## config.mk

```make
export PLATFORM = sky130hd
export DESIGN_NAME = capi_xfer_split
export DESIGN_NICKNAME = d
export VERILOG_FILES = /design/src/rtl/capi_pkg.sv /design/src/rtl/base_alatch.sv /design/src/rtl/capi_xfer_split.sv
export SDC_FILE = /design/constraint.sdc
export NUM_CORES = 1
export LEC_CHECK = 0
export CAP_MARGIN = 20
export CORE_MARGIN = 2
export CORE_UTILIZATION = 40
export DETAILED_ROUTE_END_ITERATION = 6
export SLEW_MARGIN = 20
export SYNTH_ARGS = -nofsm -noshare
export SYNTH_HDL_FRONTEND = slang
export SYNTH_SLANG_ARGS = --single-unit
```

## constraint.sdc

```tcl
create_clock -name clk -period 13.6 [get_ports clk]
set_input_delay 2.72 -clock clk [delete_from_list [all_inputs] [get_ports clk]]
set_output_delay 2.72 -clock clk [all_outputs]
set_load 0.03 [all_outputs]
```

## src/rtl/capi_pkg.sv

```systemverilog
// rtl/capi_pkg.sv - shared page/cacheline geometry and segment-length helper
package capi_pkg;

  localparam int CL_LG  = 7;
  localparam int PG_LG  = 12;
  localparam int CWIDTH = PG_LG - CL_LG;
  // Wide enough for a request length and for a full page (2^PG_LG).
  localparam int SEG_W  = (16 > PG_LG + 1) ? 16 : PG_LG + 1;

  typedef enum logic {
    ST_IDLE = 1'b0,
    ST_BUSY = 1'b1
  } state_t;

  function automatic logic [SEG_W-1:0] seg_len(input logic [SEG_W-1:0] rem,
                                               input logic [PG_LG-1:0] off);
    logic [SEG_W-1:0] room;
    room = SEG_W'(1 << PG_LG) - SEG_W'(off);
    return (rem < room) ? rem : room;
  endfunction

endpackage

```

## src/rtl/base_alatch.sv

```systemverilog
// rtl/base_alatch.sv - single-entry valid/ready output register
module base_alatch #(
  parameter int width = 1
) (
  input  logic             clk,
  input  logic             resetn,
  input  logic             load_i,
  input  logic [width-1:0] d_i,
  input  logic             rdy_i,
  output logic             free_o,
  output logic             v_o,
  output logic [width-1:0] q_o
);

  logic             v_q;
  logic [width-1:0] q_q;

  // The slot may be refilled in the same cycle its current entry is taken.
  assign free_o = ~v_q | rdy_i;
  assign v_o    = v_q;
  assign q_o    = q_q;

  always_ff @(posedge clk) begin
    if (!resetn) begin
      v_q <= 1'b0;
      q_q <= '0;
    end else if (free_o) begin
      v_q <= load_i;
      if (load_i) begin
        q_q <= d_i;
      end
    end
  end

endmodule

```

## src/rtl/capi_xfer_split.sv

```systemverilog
// rtl/capi_xfer_split.sv - splits a byte request into per-page cacheline segments
module capi_xfer_split
  import capi_pkg::*;
#(
  parameter int ea_width  = 64,
  parameter int len_width = 16,
  parameter int tag_width = 8
) (
  input  logic                 clk,
  input  logic                 reset,
  input  logic                 req_v,
  input  logic [ea_width-1:0]  req_ea,
  input  logic [len_width-1:0] req_len,
  input  logic [tag_width-1:0] req_tag,
  output logic                 req_acc,
  output logic                 o_v,
  output logic [ea_width-1:0]  o_base,
  output logic [CWIDTH-1:0]    o_cstart,
  output logic [CWIDTH-1:0]    o_cend,
  output logic [CL_LG-1:0]     o_sbyte,
  output logic [CL_LG-1:0]     o_ebyte,
  output logic [tag_width-1:0] o_tag,
  output logic                 o_first,
  output logic                 o_last,
  input  logic                 o_r
);

  localparam int OW = ea_width + 2 * CWIDTH + 2 * CL_LG + tag_width + 2;

  state_t               state_q, state_d;
  logic [ea_width-1:0]  cur_ea_q, cur_ea_d;
  logic [SEG_W-1:0]     rem_q, rem_d;
  logic [tag_width-1:0] tag_q, tag_d;
  logic                 first_q, first_d;

  logic [SEG_W-1:0]     seg;
  logic                 seg_last;
  logic [PG_LG-1:0]     end_off;
  logic                 slot_free;
  logic                 issue;
  logic                 load_new;
  logic [OW-1:0]        seg_word;
  logic [OW-1:0]        out_word;

  assign seg      = seg_len(rem_q, cur_ea_q[PG_LG-1:0]);
  assign seg_last = (seg == rem_q);
  // Only the in-page part of the end address matters; modulo page arithmetic suffices.
  assign end_off  = cur_ea_q[PG_LG-1:0] + seg[PG_LG-1:0] - PG_LG'(1);
  assign load_new = req_v & req_acc & (req_len != '0);

  always_ff @(posedge clk) begin
    if (!reset) begin
      state_q <= ST_IDLE;
    end else begin
      state_q <= state_d;
    end
  end

  always_comb begin
    state_d = state_q;
    case (state_q)
      ST_IDLE: if (load_new) state_d = ST_BUSY;
      ST_BUSY: if (issue && seg_last) state_d = load_new ? ST_BUSY : ST_IDLE;
      default: state_d = ST_IDLE;
    endcase
  end

  always_comb begin
    req_acc = 1'b0;
    issue   = 1'b0;
    case (state_q)
      ST_IDLE: req_acc = 1'b1;
      ST_BUSY: begin
        issue   = slot_free;
        req_acc = slot_free & seg_last;
      end
      default: req_acc = 1'b0;
    endcase
  end

  always_comb begin
    cur_ea_d = cur_ea_q;
    rem_d    = rem_q;
    tag_d    = tag_q;
    first_d  = first_q;
    if (load_new) begin
      cur_ea_d = req_ea;
      rem_d    = SEG_W'(req_len);
      tag_d    = req_tag;
      first_d  = 1'b1;
    end else if (issue) begin
      cur_ea_d = cur_ea_q + ea_width'(seg);
      rem_d    = rem_q - seg;
      first_d  = 1'b0;
    end
  end

  always_ff @(posedge clk) begin
    cur_ea_q <= cur_ea_d;
    rem_q    <= rem_d;
    tag_q    <= tag_d;
    first_q  <= first_d;
  end

  assign seg_word = {cur_ea_q[ea_width-1:PG_LG], {PG_LG{1'b0}},
                     cur_ea_q[PG_LG-1:CL_LG], end_off[PG_LG-1:CL_LG],
                     cur_ea_q[CL_LG-1:0], end_off[CL_LG-1:0],
                     tag_q, first_q, seg_last};

  base_alatch #(.width(OW)) u_out (
    .clk    (clk),
    .resetn (reset),
    .load_i (issue),
    .d_i    (seg_word),
    .rdy_i  (o_r),
    .free_o (slot_free),
    .v_o    (o_v),
    .q_o    (out_word)
  );

  assign {o_base, o_cstart, o_cend, o_sbyte, o_ebyte, o_tag, o_first, o_last} = out_word;

endmodule

```

# --- Word-level counts from Yosys, hierarchy flattened ---
# Index checks and enable logic that the tools add are counted.
op_classes:
  add_sub_neg: 5
  n_lt_le_gt_ge: 1
  n_eq_ne: 1
  mux: 10
  bitwise_logic: 6
  reduce_logical: 4
op_table:
  columns: ["op", "n"]
  rows:
  - ["2-to-1 mux 64 bit", 2]
  - ["adder 64 x 16 -> 64 bit", 1]
  - ["2-to-1 mux 16 bit", 3]
  - ["equality test 16 bit", 1]
  - ["< comparator 16 bit", 1]
  - ["nonzero test 16 bit", 1]
  - ["subtractor 16 bit", 1]
  - ["subtractor 13 x 12 -> 14 bit, first input constant", 1]
  - ["adder 12 bit", 1]
  - ["subtractor 12 x 1 -> 12 bit, second input constant", 1]
  - ["one-hot mux 1 bit (2 select lines)", 2]
  - ["bitwise AND 1 bit", 3]
  - ["2-to-1 mux 1 bit", 3]
  - ["NOT 1 bit", 2]
  - ["AND reduction 2 bit", 1]
  - ["nonzero test 2 bit", 1]
  - ["logical AND 1 bit", 1]
  - ["bitwise OR 1 bit", 1]
totals:
  ff_bits: 177
  inputBits: 92
  output_inout_bits: 100
  word_cells: 34

# --- Depth between registers and ports, before layout ---
depth:
  word_depth: 11
  mapped_depth: 27
  ltp_nobuf: 25

# --- Cells and area by module ---
# From an unflattened synthesis, not the netlist that was laid out.
hier_totals:
  hier_cells: 1256
  hier_area_um2: 11362.1
modules_own_cells:
  columns: ["mod", "instances", "cells_each", "area_per_inst_um2", "seq_area_each_um2"]
  rows:
  - ["capi_xfer_split", 1, 826, 7464.7, 2682.6]
  - ["base_alatch", 1, 430, 3897.5, 1981.9]

# --- Least setup slack after synthesis ---
# OpenSTA, ideal clock, no wires.
synth_timing:
  path_kind: "register -> register"
  start: "register cur_ea_q[0]"
  end: "register cur_ea_q[0] (enable)"
  setup_time_ns: 0.441
  arrival_ns: 7.679
  required_ns: 13.159
  path_slack_ns: 5.480
  stages_incl_launch_ff: 24
  path_buffers: 3
  period_less_slack_ns: 8.120
  path_cell_list: "edfxtp_1 nor3_1 nand2_1 nor4_1 nand3_1 xnor2_1 inv_1 ha_1 a21o_1 a21oi_1 nor2b_1 o21ai_0 nand2_1 a21oi_1 clkbuf_1 mux2i_1 ha_1 nand4_1 or4_1 o41ai_2 nand2_1 clkbuf_1 clkbuf_1 nand2_1"
synth_between:
  elab_chain_cells: 9
synth_lines:
  columns: ["item", "line_no", "rtl"]
  rows:
  - ["start: declaration", "capi_xfer_split.sv:31", "logic [ea_width-1:0] cur_ea_q, cur_ea_d;"]
  - ["start signal: assignment", "capi_xfer_split.sv:99", "cur_ea_q <= cur_ea_d;"]
  - ["subtractor 13 x 12 -> 14 bit *", "capi_pkg.sv:18", "room = SEG_W'(1 << PG_LG) - SEG_W'(off);"]
  - ["< comparator 16 bit", "capi_pkg.sv:19", "return (rem < room) ? rem : room;"]
  - ["2-to-1 mux 16 bit *", "capi_pkg.sv:19", null]
  - ["equality test 16 bit *", "capi_xfer_split.sv:46", "assign seg_last = (seg == rem_q);"]
  - ["bitwise AND 1 bit *", "capi_xfer_split.sv:75", "req_acc = slot_free & seg_last;"]
  - ["one-hot mux 1 bit (2 select lines) *", "capi_xfer_split.sv:71", "case (state_q)"]
  - ["via req_acc", "capi_xfer_split.sv:15", "output logic req_acc,"]
  - ["bitwise AND 1 bit * (2 in series)", "capi_xfer_split.sv:49", "assign load_new = req_v & req_acc & (req_len != '0);"]
  - ["nonzero test 2 bit (no source line) *", null, null]
# Mark *: on every way through the listed nets, which the timed path passes. The rest lies on a longest branch.
# A chain may end at the register's enable or synchronous reset.

# --- Final worst setup path ---
layout_timing:
  start: "register cur_ea_q[0]"
  end: "output port req_acc"
layout_between:
  elab_chain_cells: 6
layout_lines:
  columns: ["item", "line_no"]
  rows:
  - ["subtractor 13 x 12 -> 14 bit *", "capi_pkg.sv:18"]
  - ["< comparator 16 bit", "capi_pkg.sv:19"]
  - ["2-to-1 mux 16 bit *", "capi_pkg.sv:19"]
  - ["equality test 16 bit *", "capi_xfer_split.sv:46"]
  - ["bitwise AND 1 bit *", "capi_xfer_split.sv:75"]
  - ["one-hot mux 1 bit (2 select lines) *", "capi_xfer_split.sv:71"]
  - ["end: declaration", "capi_xfer_split.sv:15"]
# Every way passes the cells marked *; elsewhere a longest branch is shown, timed or not.

==> flow_results.xml <==
<?xml version="1.0" encoding="UTF-8"?>
<metrics>
  <group name="run_status">
    <metric name="run_status" unit="">completed</metric>
  </group>
  <group name="logic_synthesis">
    <metric name="dominant_synthesized_flop_cell" unit="">sky130_fd_sc_hd__dfxtp_1</metric>
    <metric name="synth_area" unit="um^2">10730</metric>
    <metric name="post_synth_main_area_contributors" unit="">sky130_fd_sc_hd__edfxtp_1 25%, sky130_fd_sc_hd__dfxtp_1 17%, sky130_fd_sc_hd__nand2_1 8.1%</metric>
    <metric name="yosys_warnings" unit="">0</metric>
    <metric name="synth_sequential_area_ratio" unit="%">41.25</metric>
    <metric name="yosys.area.top_type_share" unit="%">24.64</metric>
    <metric name="syn-mean-instance-area" unit="um^2">8.798</metric>
    <metric name="synth_top_cell_by_area" unit="">sky130_fd_sc_hd__edfxtp_1</metric>
    <metric name="postSynthCellCount" unit="">1219</metric>
    <metric name="ff_latch_count_synth" unit="">177</metric>
    <metric name="yosys.cell_types.count" unit="">69</metric>
    <metric name="synth_enable_flop_cells" unit="">88</metric>
    <metric name="ys_async_sr_fraction" unit="%">0</metric>
  </group>
  <group name="timing">
    <metric name="actual_transition_at_the_worst_max_transition_pin" unit="ps">992.0</metric>
    <metric name="setup_tns" unit="ps">0</metric>
    <metric name="clock-skew-final" unit="ps">15.12</metric>
    <metric name="whs" unit="ps">442.9</metric>
    <metric name="setup_slack" unit="ps">4187</metric>
    <metric name="final.period_utilization" unit="%">69.21</metric>
    <metric name="period_minus_slack" unit="ps">9413</metric>
    <metric name="achievable-frequency" unit="MHz">106.2</metric>
    <metric name="finalSetupViolCount" unit="">0</metric>
    <metric name="slew_viol_final" unit="">0</metric>
    <metric name="rsz0062_at_grt" unit="">false</metric>
    <metric name="slew_headroom" unit="%">33.87</metric>
    <metric name="hold_viol" unit="">0</metric>
  </group>
  <group name="power_and_ir_drop">
    <metric name="p_int" unit="mW">1.699</metric>
    <metric name="sw_frac_of_total" unit="%">43.37</metric>
    <metric name="p_switching" unit="mW">1.301</metric>
    <metric name="irDropWorstVdd" unit="mV">0.1130</metric>
    <metric name="pwr_density_cell" unit="nW/um^2">225.0</metric>
    <metric name="clock_share_of_power" unit="%">16.3</metric>
    <metric name="comb_power_share" unit="%">56.9</metric>
    <metric name="power" unit="mW">3.000</metric>
    <metric name="power.share.sequential" unit="%">26.8</metric>
    <metric name="p_leak" unit="nW">4.955</metric>
  </group>
  <group name="floorplanning">
    <metric name="placement_rows" unit="">59</metric>
    <metric name="ios" unit="">192</metric>
    <metric name="die_outline_height" unit="um">167.7</metric>
    <metric name="start_util" unit="%">40.93</metric>
    <metric name="floorplan.die_area" unit="um^2">28140</metric>
    <metric name="core_area" unit="um^2">26210</metric>
    <metric name="dieWidth" unit="um">167.7</metric>
  </group>
  <group name="drt">
    <metric name="final_antenna_net_count" unit="">0</metric>
    <metric name="wirelength" unit="um">28650</metric>
    <metric name="detail_route.drc_violations" unit="">0</metric>
    <metric name="wl_per_cell" unit="um">16.73</metric>
    <metric name="drt_first_pass_iters" unit="">5</metric>
    <metric name="num_vias" unit="">9058</metric>
    <metric name="route.detailed.vias_per_inst" unit="">5.291</metric>
    <metric name="dr.first_iter.drc_count" unit="">580</metric>
  </group>
  <group name="critical_path">
    <metric name="crit_path_max_fanout" unit="">16</metric>
    <metric name="r2r_start" unit="">cur_ea_q[0]</metric>
    <metric name="critical_path_required" unit="ps">10880</metric>
    <metric name="crit_start" unit="">cur_ea_q[0]</metric>
    <metric name="worstSetupPathType" unit="">flip-flop to output port</metric>
    <metric name="cp.arrival" unit="ps">6690</metric>
    <metric name="worstSetupStartpointType" unit="">flip-flop</metric>
    <metric name="setup.worst_path.end_class" unit="">output port</metric>
  </group>
  <group name="placed_design">
    <metric name="placed_cells_incl_taps" unit="">1680</metric>
    <metric name="gp_routability_congestion" unit="">0.8569</metric>
    <metric name="instance_area_at_placement" unit="um^2">12760</metric>
    <metric name="dp_hpwl" unit="um">20160</metric>
    <metric name="buffer_ports.inserted" unit="">179</metric>
    <metric name="dp_worst_setup_slack" unit="ps">4679</metric>
  </group>
  <group name="clock_tree">
    <metric name="tritoncts_num_sinks" unit="">177</metric>
    <metric name="clock_latency" unit="ps">440</metric>
    <metric name="setup_bufs_post_cts" unit="">0</metric>
    <metric name="root_buffer" unit="">sky130_fd_sc_hd__clkbuf_16</metric>
    <metric name="tritoncts" unit="">done</metric>
    <metric name="cts.htree.levels" unit="">4</metric>
    <metric name="postCtsHoldBufs" unit="">0</metric>
    <metric name="cts_inserted_buffers" unit="">17</metric>
    <metric name="cts.repair.resized" unit="">0</metric>
    <metric name="clk_transition_reported_paths" unit="ps">70</metric>
    <metric name="cts_buffer_depth" unit="">2</metric>
  </group>
  <group name="worst_hold_path">
    <metric name="worstHoldPathType" unit="">flip-flop to flip-flop</metric>
    <metric name="timing.hold.worst.start" unit="">first_q</metric>
  </group>
  <group name="grt">
    <metric name="first_global_vias" unit="">8974</metric>
    <metric name="grt_pass1_wl" unit="um">46510</metric>
    <metric name="grt_remaining_overflow" unit="">0</metric>
    <metric name="antenna_found_initial" unit="">2</metric>
    <metric name="grt_max_degree" unit="">90</metric>
    <metric name="grtUsageTotal" unit="%">20.66</metric>
  </group>
  <group name="cells_and_area">
    <metric name="design_area" unit="um^2">13340</metric>
    <metric name="layout.filler_cells" unit="">2487</metric>
    <metric name="insertedDiodeCount" unit="">0</metric>
    <metric name="layout-drive-gt1-share" unit="%">4.648</metric>
    <metric name="mostFrequentLayoutCells" unit="">229 x sky130_fd_sc_hd__nand2_1, 178 x sky130_fd_sc_hd__clkdlybuf4s50_1, 89 x sky130_fd_sc_hd__dfxtp_1</metric>
    <metric name="nNetsFinal" unit="">1522</metric>
    <metric name="layoutNonFillerInstCount" unit="">1712</metric>
    <metric name="final_common_cell" unit="">sky130_fd_sc_hd__nand2_1</metric>
    <metric name="synthToLayoutAreaGrowth" unit="%">24.36</metric>
    <metric name="postLayoutCoreUtil" unit="%">50.90</metric>
  </group>
  <group name="flow_run">
    <metric name="max_cap_viols" unit="">0</metric>
  </group>
</metrics>
==> flip-flops by register name, summed over array words and instances, names as in the netlist <==
name and cells:
state_q 1, u_out.q_o 86, u_out.v_o 1, rem_q 16, tag_q 8, cur_ea_q 64, first_q 1
==> synthesized netlist by cell type (12+ instances only) <==
master                     count
sky130_fd_sc_hd__dfxtp_1      89
sky130_fd_sc_hd__a21boi_0     76
sky130_fd_sc_hd__a21oi_1      40
sky130_fd_sc_hd__o211ai_1     12
sky130_fd_sc_hd__o31ai_1      12
sky130_fd_sc_hd__mux2i_1      15
sky130_fd_sc_hd__nor3_1       13
sky130_fd_sc_hd__xor2_1       27
sky130_fd_sc_hd__clkbuf_1     55
sky130_fd_sc_hd__nor2_1       75
sky130_fd_sc_hd__ha_1         63
sky130_fd_sc_hd__nand2_1     231
sky130_fd_sc_hd__nand3_1      20
sky130_fd_sc_hd__inv_1        62
sky130_fd_sc_hd__nand4_1      12
sky130_fd_sc_hd__edfxtp_1     88
sky130_fd_sc_hd__xnor2_1      34
sky130_fd_sc_hd__or3_1        22
sky130_fd_sc_hd__o21ai_1      23
sky130_fd_sc_hd__a31oi_1      35
sky130_fd_sc_hd__o21ai_0      58
sky130_fd_sc_hd__buf_4        12
==> power groups by stage <==
stage          registers (mW)  logic (mW)  clock network, mW
3_5_place_dp            0.817        1.70                  0
2_1_floorplan           0.844        1.24                  0
5_1_grt                 0.822        1.92              0.523
6_report                0.805        1.71              0.489
3_3_place_gp            0.813        1.69                  0
4_1_cts                 0.805        1.71              0.504
==> cell type report <==
type                    instances  area (um^2)  share of cell area [%]
well taps                     335        419.2                   3.143
inverters                      63        236.5                   1.773
clock buffers                  21        483.0                   3.621
multi-input cells             918         5836                   43.75
clock inverters                11        92.59                  0.6942
repair buffers                187         1847                   13.85
flip-flops and latches        177         4424                   33.17
==> worst max-delay path, stage by stage, from the launching register on <==
cell,delay [ps]
sky130_fd_sc_hd__edfxtp_1,470
sky130_fd_sc_hd__nor3_1,350
sky130_fd_sc_hd__nand2_1,130
sky130_fd_sc_hd__nor4_1,520
sky130_fd_sc_hd__nand3_1,170
sky130_fd_sc_hd__xnor2_1,240
sky130_fd_sc_hd__inv_1,70
sky130_fd_sc_hd__ha_1,290
sky130_fd_sc_hd__a21o_1,160
sky130_fd_sc_hd__a21oi_1,130
sky130_fd_sc_hd__nor2b_1,50
sky130_fd_sc_hd__o21ai_0,160
sky130_fd_sc_hd__nand2_1,90
sky130_fd_sc_hd__a21oi_2,500
sky130_fd_sc_hd__buf_4,380
sky130_fd_sc_hd__mux2i_1,300
sky130_fd_sc_hd__ha_1,260
sky130_fd_sc_hd__nand4_1,150
sky130_fd_sc_hd__or4_1,460
sky130_fd_sc_hd__o41ai_2,560
sky130_fd_sc_hd__clkdlybuf4s50_1,780
==> worst paths after layout <==
path / endpoint / depth (start not counted) / slack [ps]
max: req_acc / 20 / 4190
min: first_q / 2 / 440
min reg2reg: first_q / 2 / 440
max reg2reg: cur_ea_q[15] / 23 / 5800
==> cell families (layout without fill, tap and decap cells) <==
family,after synthesis,in the layout,synth area share (%)
AO/OA/AOI/OAI,312,312,19.09
flip-flops,177,177,41.25
XOR/XNOR,61,61,4.981
adder cells (fa/ha/maj),66,66,7.910
AND/OR/NAND/NOR,437,437,18.68
other,1,15,0.03496
buffers and inverters,138,282,5.401
multiplexers,27,27,2.660
==> per-layer routing <==
layer	routed length, um	vias up	GRT usage [%]
met3	1251	32	4.302
li1	-	4577	-
met1	13410	4245	27.09
met4	418	4	5.747
met2	13540	200	34.53
met5	25	-	0
Power figures use the tool's default switching activity.
